<file path="src/rtl/ame_sobel_pkg.sv">
// Shared constants and types for the AME Sobel line feeder.
package ame_sobel_pkg;
  localparam int SOBEL_LINE_BITS = 7;
  localparam int SOBEL_COMP_BITS = 8;
  localparam int SOBEL_ADDR_BITS = 6;
  localparam int SOBEL_LINE_NUM  = 6;
  localparam int SOBEL_OUT_DIM   = 4;

  typedef logic [SOBEL_LINE_NUM-1:0][SOBEL_LINE_BITS-1:0] sobel_line_t;
  typedef logic [SOBEL_OUT_DIM-1:0][SOBEL_OUT_DIM-1:0][SOBEL_COMP_BITS-1:0] sobel_res_t;

  typedef enum logic [1:0] {IDLE, READ, WAIT, OUT} feeder_state_e;
endpackage

</file>
<file path="src/rtl/ame_sobel_line_fetch.sv">
// Six-line RAM read sequencer with the line register that feeds the filter.
module ame_sobel_line_fetch import ame_sobel_pkg::*; #(
  parameter int LINE_DATA_BITS = SOBEL_LINE_BITS,
  parameter int ADDR_BITS      = SOBEL_ADDR_BITS
) (
  input  logic                                         clk_i,
  input  logic                                         rst_n_i,
  input  logic                                         start_i,
  input  logic                                         dir_i,
  input  logic [ADDR_BITS-1:0]                         base_addr_i,
  output logic                                         rd_en_o,
  output logic [ADDR_BITS:0]                           rd_addr_o,
  input  logic [SOBEL_LINE_NUM*LINE_DATA_BITS-1:0]     rd_data_i,
  output logic [SOBEL_LINE_NUM-1:0][LINE_DATA_BITS-1:0] line_data_o,
  output logic                                         comp_init_o,
  output logic                                         last_read_o,
  output logic                                         lines_done_o
);
  localparam int CW = $clog2(SOBEL_LINE_NUM);

  logic                 rd_en_q, bank_q;
  logic [CW-1:0]        cnt_q;
  logic [ADDR_BITS-1:0] addr_q;
  logic                 rd_vld_q, first_q, last_q, init_q, done_q;
  logic [SOBEL_LINE_NUM-1:0][LINE_DATA_BITS-1:0] line_q;
  logic                 last_read;

  assign last_read = rd_en_q && (cnt_q == CW'(SOBEL_LINE_NUM-1));

  always_ff @(posedge clk_i or negedge rst_n_i) begin
    if (!rst_n_i) begin
      rd_en_q  <= 1'b0;
      bank_q   <= 1'b0;
      cnt_q    <= '0;
      addr_q   <= '0;
      rd_vld_q <= 1'b0;
      first_q  <= 1'b0;
      last_q   <= 1'b0;
      init_q   <= 1'b0;
      done_q   <= 1'b0;
      line_q   <= '0;
    end else begin
      if (start_i) begin
        rd_en_q <= 1'b1;
        cnt_q   <= '0;
        bank_q  <= dir_i;
        addr_q  <= base_addr_i;
      end else if (rd_en_q) begin
        rd_en_q <= !last_read;
        if (!last_read) begin
          cnt_q  <= cnt_q + 1'b1;
          // line address wraps inside the bank; the bank bit is never touched
          addr_q <= addr_q + 1'b1;
        end
      end
      rd_vld_q <= rd_en_q;
      first_q  <= rd_en_q && (cnt_q == '0);
      last_q   <= last_read;
      init_q   <= first_q;
      done_q   <= last_q;
      if (rd_vld_q) line_q <= rd_data_i;
    end
  end

  assign rd_en_o      = rd_en_q;
  assign rd_addr_o    = {bank_q, addr_q};
  assign line_data_o  = line_q;
  assign comp_init_o  = init_q;
  assign last_read_o  = last_read;
  assign lines_done_o = done_q;
endmodule

</file>
<file path="src/rtl/ame_sobel_line_feeder.sv">
// Sobel front end: streams six RAM lines to the filter, captures the 4x4 result
// and holds it for a valid/ready consumer.
module ame_sobel_line_feeder import ame_sobel_pkg::*; #(
  parameter int LINE_DATA_BITS = SOBEL_LINE_BITS,
  parameter int COMP_DATA_BITS = SOBEL_COMP_BITS,
  parameter int ADDR_BITS      = SOBEL_ADDR_BITS
) (
  input  logic                                          clk_i,
  input  logic                                          rst_n_i,
  input  logic                                          start_i,
  input  logic                                          dir_i,
  input  logic [ADDR_BITS-1:0]                          base_addr_i,
  output logic                                          busy_o,
  output logic                                          rd_en_o,
  output logic [ADDR_BITS:0]                            rd_addr_o,
  input  logic [SOBEL_LINE_NUM*LINE_DATA_BITS-1:0]      rd_data_i,
  output logic                                          comp_init_o,
  output logic [SOBEL_LINE_NUM-1:0][LINE_DATA_BITS-1:0] line_data_o,
  input  logic                                          comp_done_i,
  input  logic [SOBEL_OUT_DIM-1:0][SOBEL_OUT_DIM-1:0][COMP_DATA_BITS-1:0] comp_data_i,
  output logic                                          res_valid_o,
  input  logic                                          res_ready_i,
  output logic [SOBEL_OUT_DIM-1:0][SOBEL_OUT_DIM-1:0][COMP_DATA_BITS-1:0] res_data_o,
  output logic                                          res_dir_o
);
  feeder_state_e state_q, state_d;
  logic dir_q, lines_out_q, res_dir_q;
  logic [SOBEL_OUT_DIM-1:0][SOBEL_OUT_DIM-1:0][COMP_DATA_BITS-1:0] res_q;
  logic start_fire, last_read, lines_done, done_ok;

  assign start_fire = (state_q == IDLE) && start_i;
  // the last line leaves the register while already in WAIT, so accept from that cycle on
  assign done_ok    = (state_q == WAIT) && comp_done_i && (lines_out_q || lines_done);

  ame_sobel_line_fetch #(
    .LINE_DATA_BITS (LINE_DATA_BITS),
    .ADDR_BITS      (ADDR_BITS)
  ) u_fetch (
    .clk_i        (clk_i),
    .rst_n_i      (rst_n_i),
    .start_i      (start_fire),
    .dir_i        (dir_i),
    .base_addr_i  (base_addr_i),
    .rd_en_o      (rd_en_o),
    .rd_addr_o    (rd_addr_o),
    .rd_data_i    (rd_data_i),
    .line_data_o  (line_data_o),
    .comp_init_o  (comp_init_o),
    .last_read_o  (last_read),
    .lines_done_o (lines_done)
  );

  always_comb begin
    state_d = state_q;
    unique case (state_q)
      IDLE:    if (start_i)     state_d = READ;
      READ:    if (last_read)   state_d = WAIT;
      WAIT:    if (done_ok)     state_d = OUT;
      OUT:     if (res_ready_i) state_d = IDLE;
      default:                  state_d = IDLE;
    endcase
  end

  always_ff @(posedge clk_i or negedge rst_n_i) begin
    if (!rst_n_i) begin
      state_q     <= IDLE;
      dir_q       <= 1'b0;
      lines_out_q <= 1'b0;
      res_q       <= '0;
      res_dir_q   <= 1'b0;
    end else begin
      state_q <= state_d;
      if (start_fire) begin
        dir_q       <= dir_i;
        lines_out_q <= 1'b0;
      end else if (lines_done) begin
        lines_out_q <= 1'b1;
      end
      if (done_ok) begin
        res_q     <= comp_data_i;
        res_dir_q <= dir_q;
      end
    end
  end

  assign busy_o      = (state_q != IDLE);
  assign res_valid_o = (state_q == OUT);
  assign res_data_o  = res_q;
  assign res_dir_o   = res_dir_q;
endmodule

</file>
<file path="config.mk">
export PLATFORM = sky130hd
export DESIGN_NAME = ame_sobel_line_feeder
export DESIGN_NICKNAME = d
export VERILOG_FILES = /design/src/rtl/ame_sobel_pkg.sv /design/src/rtl/ame_sobel_line_fetch.sv /design/src/rtl/ame_sobel_line_feeder.sv
export SDC_FILE = /design/constraint.sdc
export NUM_CORES = 1
export LEC_CHECK = 0
export BUFFER_PORTS_ARGS = -buffer_cell sky130_fd_sc_hd__buf_2
export CAP_MARGIN = 25
export CORE_MARGIN = 5
export CORE_UTILIZATION = 40
export DETAILED_ROUTE_END_ITERATION = 10
export HOLD_SLACK_MARGIN = 0.12
export PLACE_DENSITY_LB_ADDON = 0.08
export SYNTH_ARGS = -nofsm -noshare
export SYNTH_HDL_FRONTEND = slang
export SYNTH_SLANG_ARGS = --single-unit
</file>
<file path="constraint.sdc">
create_clock -name clk_i -period 2.1 [get_ports clk_i]
set_input_delay 0.42 -clock clk_i [delete_from_list [all_inputs] [get_ports clk_i]]
set_output_delay 0.42 -clock clk_i [all_outputs]
set_load 0.005 [all_outputs]
</file>
==> results of run 1 <==
cell usage after synthesis:
| cell type | n |
|---|---|
| ha_1 | 8 |
| clkbuf_1 | 2 |
| nand2_1 | 4 |
| mux2_2 | 32 |
| dfrtp_1 | 190 |
| o211ai_2 | 1 |
| and3_1 | 1 |
| mux2_1 | 141 |
| inv_1 | 5 |
| mux2_4 | 1 |
| a21boi_1 | 1 |
| mux2i_1 | 1 |
| o21ai_0 | 1 |
| xnor2_1 | 3 |
| o22ai_1 | 1 |
| buf_2 | 6 |
| nand3_1 | 1 |
| a21o_1 | 1 |
| a221o_1 | 1 |
| a21oi_1 | 10 |
| nand4_1 | 2 |
| buf_4 | 14 |
| a2111oi_0 | 1 |
| o21a_1 | 1 |
| xor2_1 | 4 |
| inv_2 | 2 |
| nor2_1 | 6 |
| and3b_1 | 1 |
power groups by stage:
stage,clock network (uW),registers (uW),logic (uW)
detailed placement,0,6340,4910
finish,3110,6250,4790
CTS,3220,6280,4930
global placement,0,6270,4780
global route,3360,6480,5310
floorplan,0,6430,2160
layout by cell type (no fill, tap or decap), types with 2 or more instances in the layout:
master,Yosys,routed
nor2_1,6,6
nand2_1,4,4
clkinvlp_4,0,3
ha_1,8,8
buf_2,6,362
xnor2_1,3,3
inv_6,0,3
dfrtp_1,190,189
buf_4,14,7
bufinv_16,0,2
a21oi_1,10,10
mux2_1,141,141
inv_2,2,2
clkbuf_16,0,17
buf_12,0,5
xor2_1,4,4
clkbuf_1,2,2
nand4_1,2,2
mux2_2,32,32
inv_1,5,5
clkinv_2,0,4
critical path, cell delays in order, from the launching register on:
cell	delay [ns]
dfrtp_1	0.40
inv_1	0.11
ha_1	0.31
inv_2	0.06
buf_2	0.14
metrics by stage:
| stage | hold slack (ns) | worst slack [ns] | area (um^2) |
|---|---|---|---|
| final | 0.207 | 0.252 | 9960 |
| after global routing | 0.188 | 0.143 | 9960 |
| after CTS | 0.184 | 0.223 | 9960 |
| after detailed placement | 0.341 | 0.384 | 9380 |
| after global placement | 0.336 | 0.449 | 9380 |
| after floorplan | 0.124 | 0.548 | 7240 |
layout make-up:
type / count / area [um^2]
Antenna cell: 1 / 2.50
Timing Repair Buffer: 376 / 1990
Inverter: 7 / 26.3
Clock buffer: 19 / 433
Clock inverter: 13 / 138
Sequential cell: 190 / 4760
Fill cell: 1553 / 7940
Multi-Input combinational cell: 223 / 2330
Tap cell: 229 / 287
flip-flops by register name, summed over array words and instances, names as in the netlist:
| signal | flops |
|---|---|
| res_data_o | 128 |
| u_fetch.line_data_o | 42 |
| u_fetch.addr_q | 6 |
| u_fetch.cnt_q | 3 |
| state_q | 2 |
| lines_out_q | 1 |
| res_dir_o | 1 |
| u_fetch.bank_q | 1 |
| u_fetch.comp_init_o | 1 |
| u_fetch.first_q | 1 |
| u_fetch.last_q | 1 |
| u_fetch.lines_done_o | 1 |
| u_fetch.rd_en_o | 1 |
| u_fetch.rd_vld_q | 1 |
final timing paths:
kind / end / slack, ns / cells after the start
min reg2reg: u_fetch.lines_done_o$_DFF_PN0_ / 0.35 / 0
max reg2reg: res_data_o[49]$_DFFE_PN0P_ / 0.39 / 5
max in group asynchronous: u_fetch.rd_vld_q$_DFF_PN0_ / 0.91 / 3
min in group asynchronous: res_data_o[7]$_DFFE_PN0P_ / 0.54 / 2
min: res_data_o[63]$_DFFE_PN0P_ / 0.21 / 2
max: busy_o / 0.25 / 4
cell families (layout without fill, tap and decap cells):
family | count (synthesis) | after routing
compound gates | 18 | 18
mux | 175 | 175
flops | 190 | 190
buf+inv | 29 | 415
fa+ha+maj | 8 | 8
xor+xnor | 7 | 7
other cells | 0 | 1
simple gates | 15 | 15
metal layers:
layer  vias up  wire, um  track usage (%)
met5         -         7                0
met4         2       504             7.31
met3        31      1510             5.09
met2       203      9960             30.4
met1      2397      6660             19.7
li1       2293         -                -
==> results.md, run 1 <==
- Status: complete, no violations
- Cts-stage hold buffer count: 1
- Top post-synthesis cells by area: dfrtp_1 (66%), mux2_1 (22%), mux2_2 (5.0%)
- Minimum clock period after layout: about 1.8 ns
- Area Growth Syn to Fin: 37.5%
- 1st-iter DRT viols: roughly 130
- Core area: 0.0179 mm^2
- Sequential element share of the synthesized area: between 60% and 70%
- Initial antenna violation count: 2
- Period utilization: between 80% and 90%
- F_max: ~540 MHz
- Total GRT Usage: 17.3%
- Simple-Gate Fraction of Synth Area: 0.967%
- Final ANT Viol Nets: 0
- Power, Total: 14200 uW
- Skew final: 0.00912 ns
- HPWL after DPL: approximately 15000 um
- Type of origin of the critical path: flip-flop
- I/O pins: about 360
- Root buffer selected by CTS: clkbuf_16
- Placer Congestion: 0.789
- Max FO, Critical Path: 7
- Die width: between 100 and 150 um
- Worst Hold Class: primary input to flip-flop
- CP Capture Type: primary output
- Post-synthesis net count: ~630
- Post-synthesis mux area share: a little over a quarter
- Maxcap violations: 0
- Worst-Margin Slew: between 0.5 and 0.6 ns
- Drt pass-1 iters: 4
- Nets@finish: approximately 1000
- P_int: just under 10000 uW
- FF+latch count, synth: 190
- Fraction of power consumed by the clock network: between 20% and 30%
- Post-CTS Repair Setup Buffers: 0
- Largest net degree at the start of global routing: 63
- Rows: 49
- Hold Crit Start: comp_data_i[63]
- RR Startpoint: state_q[0]$_DFFE_PN0P_
- Power per cell area: approximately 1400 mW/mm^2
- Clk sinks: 190
- Die Y-Extent: 145 um
- Port Buffer Count: 363
- Final setup TNS: 0 ns
- Synthesized area: about 0.0072 mm^2
- Cell count after synthesis: between 400 and 500
- Data arrival, critical path: about 1.4 ns
- CP Launch Point: state_q[0]$_DFFE_PN0P_
- Peak supply drop: slightly above 600 uV
- Clock Tree Buf Depth: 2
- Max-slew violations: 0
- XOR/XNOR Fraction of Synth Area: less than 1%
- Final Core Density: a little under three fifths
- Share of layout cells above drive strength 1: between 50 and 60%
- Unrepaired setup endpoints after global routing: false
- TritonCTS clock tree: yes
- Largest family of logic cells by synthesized area: multiplexers
- TritonCTS buffer count: 17
- Non-Filler Instances: roughly 1100
- Vias in the first global route: between 5000 and 6000
- Lkg Pwr: 0.00514 uW
- Post-Route WL: 18700 um
- Placed cell count: approximately 1000
- CP required: approximately 1.7 ns
- CP Class: flip-flop to primary output
- Grt total ovfl: 0
- Synth cell types: 28
- Sw Pwr: around 4400 uW
- Yosys top cell by area: dfrtp_1
- Final Hold Violating Endpoints: 0
- Switching share of power: between 30% and 40%
- Initial Util: slightly above 40%
- Post-synthesis adder-cell area fraction: under 10%
- Slew headroom: between 60% and 70%
- Logic pwr share: between 30% and 40%
- Final setup vio count: 0
- Die area: between 0.02 and 0.025 mm^2
- Yosys top cell area share: roughly two thirds
- Mapped Avg Cell Area: ~16 um^2
- DR WL/cell: roughly 18 um
- Via count: just under 5000
- Synthesis warning total: 0
- Worst skew pair latency: about 0.42 ns
- Sequential share of power: approximately 44%
- Clock transition at path regs: 0.07 ns
- Vias per Instance: 4.66
- Gates resized, CTS repair: 0
- First-pass GRT wire length: 27900 um
- DR DRC count: 0
- Synth Area in Compound Gates: around 1.6%
- H-tree depth: 4
Power figures use the tool's default switching activity.
==> run 2: changes to the inputs <==
- SKIP_LAST_GASP: default -> 1
- clock period: 2.1 -> 2.34 ns (I/O delays scaled with it)
==> run 2 against run 1 <==
Sequential share of layout area down 0.35 points. Critical path depth is 1 lower. Final area rose by 0.73%. Sequential cell count did not move. Critical endpoint is now res_data_o[31]$_DFFE_PN0P_. Worst setup slack improved by 0.13 ns. Power down 7.8%. Highest routed layer unchanged. Global-route usage is 0.47 points higher.
==> results.md, run 2 (same netlist as run 1, synthesis figures left out) <==
- Status: complete, no violations
- Nets@finish: around 1000
- Reg2reg setup slack: approximately 0.38 ns
- Period utilization: between 80% and 90%
- Fin worst setup slack: 0.383 ns
- Commonest non-fill, non-tap cells in the layout: buf_2 (362), dfrtp_1 (189), mux2_1 (141)
- First-pass GRT wire length: about 28000 um
- Clk sinks: 190
- Worst path cell trace: o211ai_4 -> buf_12 -> mux2_1
- Maxcap violations: 0
- Commonest non-fill, non-tap cell in the layout: buf_2
- Placed cell count: just over 1000
- H-tree depth: 4
- 1st-iter DRT viols: 139
- Peak supply drop: 547 uV
- Final ANT Viol Nets: 0
- Vias per Instance: between 4 and 5
- Worst skew pair latency: approximately 0.43 ns
- Post-Route WL: 18900 um
- Max FFs per register: between 100 and 150
- Share of layout cells above drive strength 1: roughly 54%
- Power per cell area: approximately 1300 mW/mm^2
- Root buffer selected by CTS: clkbuf_16
- Die width: approximately 140 um
- Initial Util: 40.5%
- CP Class: flip-flop to flip-flop
- Max-slew violations: 0
- Slowest CP cell: o211ai_4
- GR Util met1: 19.9%
- Lkg Pwr: 0.00517 uW
- Data arrival, critical path: 2.26 ns
- Worst Hold Class: primary input to flip-flop
- Met2 Use GR: a little under a third
- Rows: 49
- Setup WS pre-CTS: 0.344 ns
- Die area: 0.0209 mm^2
- Grt peak-use layer: met2
- Slew headroom: 46.1%
- CP required: between 2 and 3 ns
- Unrepaired setup endpoints after global routing: false
- Clock Tree Buf Depth: 2
- DR WL/cell: 17.8 um
- Placer Congestion: 0.777
- CP max stage delay: about 0.7 ns
- Skew final: around 0.0091 ns
- Drt pass-1 iters: 4
- Vias in the first global route: 5300
- I/O pins: 364
- Port Buffer Count: approximately 360
- Worst-Margin Slew: 0.805 ns
- Core area: 0.0179 mm^2
- Hold slack final: 0.246 ns
- Total GRT Usage: ~18%
- Clock transition at path regs: about 0.07 ns
- DR DRC count: 0
- CP Capture Type: flip-flop
- Area Growth Syn to Fin: 38.5%
- HPWL after DPL: roughly 15000 um
- Die Y-Extent: approximately 140 um
- Initial antenna violation count: 2
- TritonCTS clock tree: yes
- Final setup vio count: 0
- Minimum clock period after layout: around 2.0 ns
- Max FO, Critical Path: 48
- Type of origin of the critical path: flip-flop
- Final Hold Violating Endpoints: 0
- Non-Filler Instances: around 1100
- Via count: just under 5000
- Grt total ovfl: 0
- Post-CTS Repair Setup Buffers: 0
- Largest net degree at the start of global routing: between 60 and 70
- Final setup TNS: 0 ns
- F_max: between 500 and 600 MHz
- TritonCTS buffer count: 17
- GR Util met3: 5.69%
[run 2: cell types whose count changed in the layout (fill, tap and decap cells not counted), moves of 2 or more]
cell / before / now
bufinv_16: 2 / 4
inv_6: 3 / 6
buf_4: 7 / 4
clkinv_2: 4 / 1
clkbuf_1: 2 / 0
diode_2: 1 / 3
[run 2: final timing paths]
path | from | endpoint | depth (start not counted)
worst max-delay path | lines_out_q$_DFFE_PN0P_ | res_data_o[31]$_DFFE_PN0P_ | 3
worst min-delay path | comp_data_i[58] | res_data_o[58]$_DFFE_PN0P_ | 2
worst max register to register | lines_out_q$_DFFE_PN0P_ | res_data_o[31]$_DFFE_PN0P_ | 3
worst min register to register | u_fetch.first_q$_DFF_PN0_ | u_fetch.comp_init_o$_DFF_PN0_ | 0
max in group asynchronous | rst_n_i | res_data_o[100]$_DFFE_PN0P_ | 3
min in group asynchronous | rst_n_i | res_data_o[0]$_DFFE_PN0P_ | 2
[run 2: layout make-up]
| type | count | area (um^2) |
|---|---|---|
| tap | 229 | 287 |
| clock buffer | 18 | 439 |
| fill | 1559 | 7870 |
| clock inverter | 14 | 201 |
| antenna | 3 | 7.51 |
| timing repair buffer | 374 | 1990 |
| multi-input combinational | 223 | 2330 |
| inverter | 7 | 26.3 |
| sequential | 190 | 4760 |
[run 2: stage by stage]
step	power [uW]	area (um^2)	utilization (%)
after floorplan	7710	7240	-
after global routing	13900	10000	56.0
after global placement	9900	9370	52.4
final	13000	10000	56.0
after detailed placement	10100	9370	52.4
after CTS	13300	10000	56.0
[run 2: repair_timing]
action                                 in CTS  in global routing
endpoints found under the hold margin      59                  0
resized for setup                           0                  0
hold buffers                                1                  0
[run 2: layer usage]
metal | vias to the layer above | part of all wire (%)
li1 | 2287 | -
met1 | 2419 | 36
met2 | 202 | 53
met3 | 37 | 8.4
met4 | 2 | 2.8
met5 | - | 0.069
[run 2: worst max-delay path: cells and delay by family, from the launching register on]
kind            cells  cell delay, ns
flops               1            0.42
mux                 1            0.36
compound gates      1            0.68
buf+inv             1            0.34
[run 2: power breakdown]
part / internal, uW / leakage [uW] / switching [uW]
Combinational: 2380 / 0.00256 / 1870
Clock: 1840 / 0.000309 / 1280
Sequential: 4830 / 0.00230 / 845
Total: 9050 / 0.00517 / 3990
==> run 3: changes to the inputs <==
- clock period: 2.34 -> 2.05 ns (I/O delays scaled with it)
==> run 3 against run 2 <==
Combinational power grew 15%. Via count shrank 0.59%. Sequential cell count is the same. Power grew 12%. Hold slack lost 0.045 ns. Final cell count shrank 0.19%. Sequential share of layout area grew 0.30 points. Clock power grew 6%. Utilization shrank 0.35 points. Wire length shrank 1.8%. Critical path type is now flip-flop to primary output.
==> results.md, run 3 (same netlist as run 1, synthesis figures left out) <==
- Initial Util: between 40% and 50%
- Via count: slightly below 5000
- Vias in the first global route: between 5000 and 6000
- Clock Tree Buf Depth: 2
- Vias per Instance: about 4.7
- Period utilization: between 90 and 100%
- Worst hold stages: 2
- Slowest CP cell: dfrtp_1
- Commonest non-fill, non-tap cell in the layout: buf_2
- Worst-Margin Slew: about 0.55 ns
- Placed cell count: 1022
- Clock transition at path regs: roughly 0.070 ns
- Die width: roughly 140 um
- Nets@finish: between 1000 and 1500
- DR WL/cell: 17.6 um
- CP max stage delay: approximately 0.4 ns
- Grt total ovfl: 0
- 1st-iter DRT viols: 180
- Final setup vio count: 0
- Total GRT Usage: roughly 17%
- Slew headroom: between 60% and 70%
- Crit Reg-Reg Endpoint: res_data_o[2]$_DFFE_PN0P_
- Worst path cell trace: inv_1 -> ha_1 -> inv_2 -> buf_2
- Type of origin of the critical path: flip-flop
- Lkg Pwr: 0.00514 uW
- Area Growth Syn to Fin: 37.6%
- First-pass GRT wire length: 27700 um
- Crit path buffers/inverters: 3
- Status: complete, no violations
- H-tree depth: 4
- Filler cell count: ~1600
- CP required: around 1.6 ns
- Final setup TNS: 0 ns
- Non-Filler Instances: between 1000 and 1500
- Final Hold Violating Endpoints: 0
- Final ANT Viol Nets: 0
- CP Capture Type: primary output
- Port Buffer Count: 363
- Clk sinks: 190
- I/O pins: ~360
- Root buffer selected by CTS: clkbuf_16
- Share of layout cells above drive strength 1: between 50% and 60%
- Maxcap violations: 0
- Worst skew pair latency: approximately 0.42 ns
- Largest net degree at the start of global routing: between 60 and 70
- Minimum clock period after layout: 1.86 ns
- Drt pass-1 iters: 4
- Hold Path Sink: res_data_o[115]$_DFFE_PN0P_
- Initial antenna violation count: 0
- Fin worst setup slack: roughly 0.19 ns
- Worst Hold Class: primary input to flip-flop
- Unrepaired setup endpoints after global routing: false
- Die area: ~0.021 mm^2
- Peak supply drop: approximately 630 uV
- HPWL after DPL: around 14000 um
- Die Y-Extent: about 140 um
- Data arrival, critical path: roughly 1.5 ns
- Power per cell area: about 1500 mW/mm^2
- Max-slew violations: 0
- Rows: just under 50
- Max FFs per register: roughly 130
- Reg2reg path depth: 5
- Post-CTS Repair Setup Buffers: 0
- Gates resized, CTS repair: 0
- Setup WS pre-CTS: between 0.2 and 0.3 ns
- Post-Route WL: about 19000 um
- TritonCTS buffer count: 17
- Reg2reg setup slack: between 0.3 and 0.4 ns
- Skew final: about 0.011 ns
- Cell family with most CP delay: flip-flops
- Final Core Density: a little under three fifths
- DR DRC count: 0
- CP Class: flip-flop to primary output
- Max FO, Critical Path: 7
- Cts-stage hold buffer count: 1
- Core area: 0.0179 mm^2
- TritonCTS clock tree: yes
- Hold Crit Start: comp_data_i[115]
- Commonest non-fill, non-tap cells in the layout: buf_2 (362), dfrtp_1 (189), mux2_1 (141)
- F_max: between 500 and 600 MHz
- RR Startpoint: state_q[0]$_DFFE_PN0P_
- Placer Congestion: between 0.7 and 0.8
## run 3: cell count changes in the layout (fill, tap and decap cells not counted)
cell,previous run,this run
buf_12,6,5
buf_4,4,5
bufinv_16,4,2
clkbuf_1,0,2
clkbuf_8,2,5
clkinv_2,1,3
diode_2,3,1
inv_6,6,1
## run 3: cell type report
cell class                      count  area [um^2]  area share, %
Inverter                            7         26.3          0.264
Clock buffer                       23          488           4.90
Clock inverter                      9          108           1.08
Sequential cell                   190         4760           47.7
Tap cell                          229          287           2.87
Antenna cell                        1         2.50         0.0251
Multi-Input combinational cell    223         2330           23.4
Timing Repair Buffer              374         1970           19.8
## run 3: how the worst max path moves through the flow
| stage | startpoint | end | cells after the start | slack, ns |
|---|---|---|---|---|
| after floorplan | state_q[0]$_DFFE_PN0P_ | res_data_o[0]$_DFFE_PN0P_ | 6 | 0.50 |
| after global placement | state_q[0]$_DFFE_PN0P_ | res_data_o[24]$_DFFE_PN0P_ | 5 | 0.36 |
| after detailed placement | state_q[0]$_DFFE_PN0P_ | res_data_o[24]$_DFFE_PN0P_ | 5 | 0.30 |
| after CTS | state_q[0]$_DFFE_PN0P_ | busy_o | 4 | 0.16 |
| after global routing | state_q[0]$_DFFE_PN0P_ | busy_o | 4 | 0.09 |
| final | state_q[0]$_DFFE_PN0P_ | busy_o | 4 | 0.19 |
## run 3: metal layers
metal,global-route usage [%],wire length [um],up-vias,share of wire (%)
li1,-,-,2290,-
met1,19.3,6610,2423,36
met2,30.9,10100,181,54
met3,5.09,1490,24,8.0
met4,6.23,330,0,1.8
met5,0,0,-,0
## run 3: through the flow
stage | area (um^2) | power [uW] | hold WS [ns]
6_report | 9970 | 14600 | 0.201
3_5_place_dp | 9360 | 11500 | 0.340
3_3_place_gp | 9360 | 11300 | 0.335
4_1_cts | 9970 | 14900 | 0.177
2_1_floorplan | 7240 | 8800 | 0.114
5_1_grt | 9970 | 15600 | 0.176
## run 3: power breakdown
group | leakage (uW) | switching [uW] | internal (uW) | total [uW]
Clock | 0.000290 | 1380 | 1930 | 3310
Sequential | 0.00230 | 879 | 5520 | 6400
Combinational | 0.00255 | 2200 | 2700 | 4900
Total | 0.00514 | 4460 | 10200 | 14600
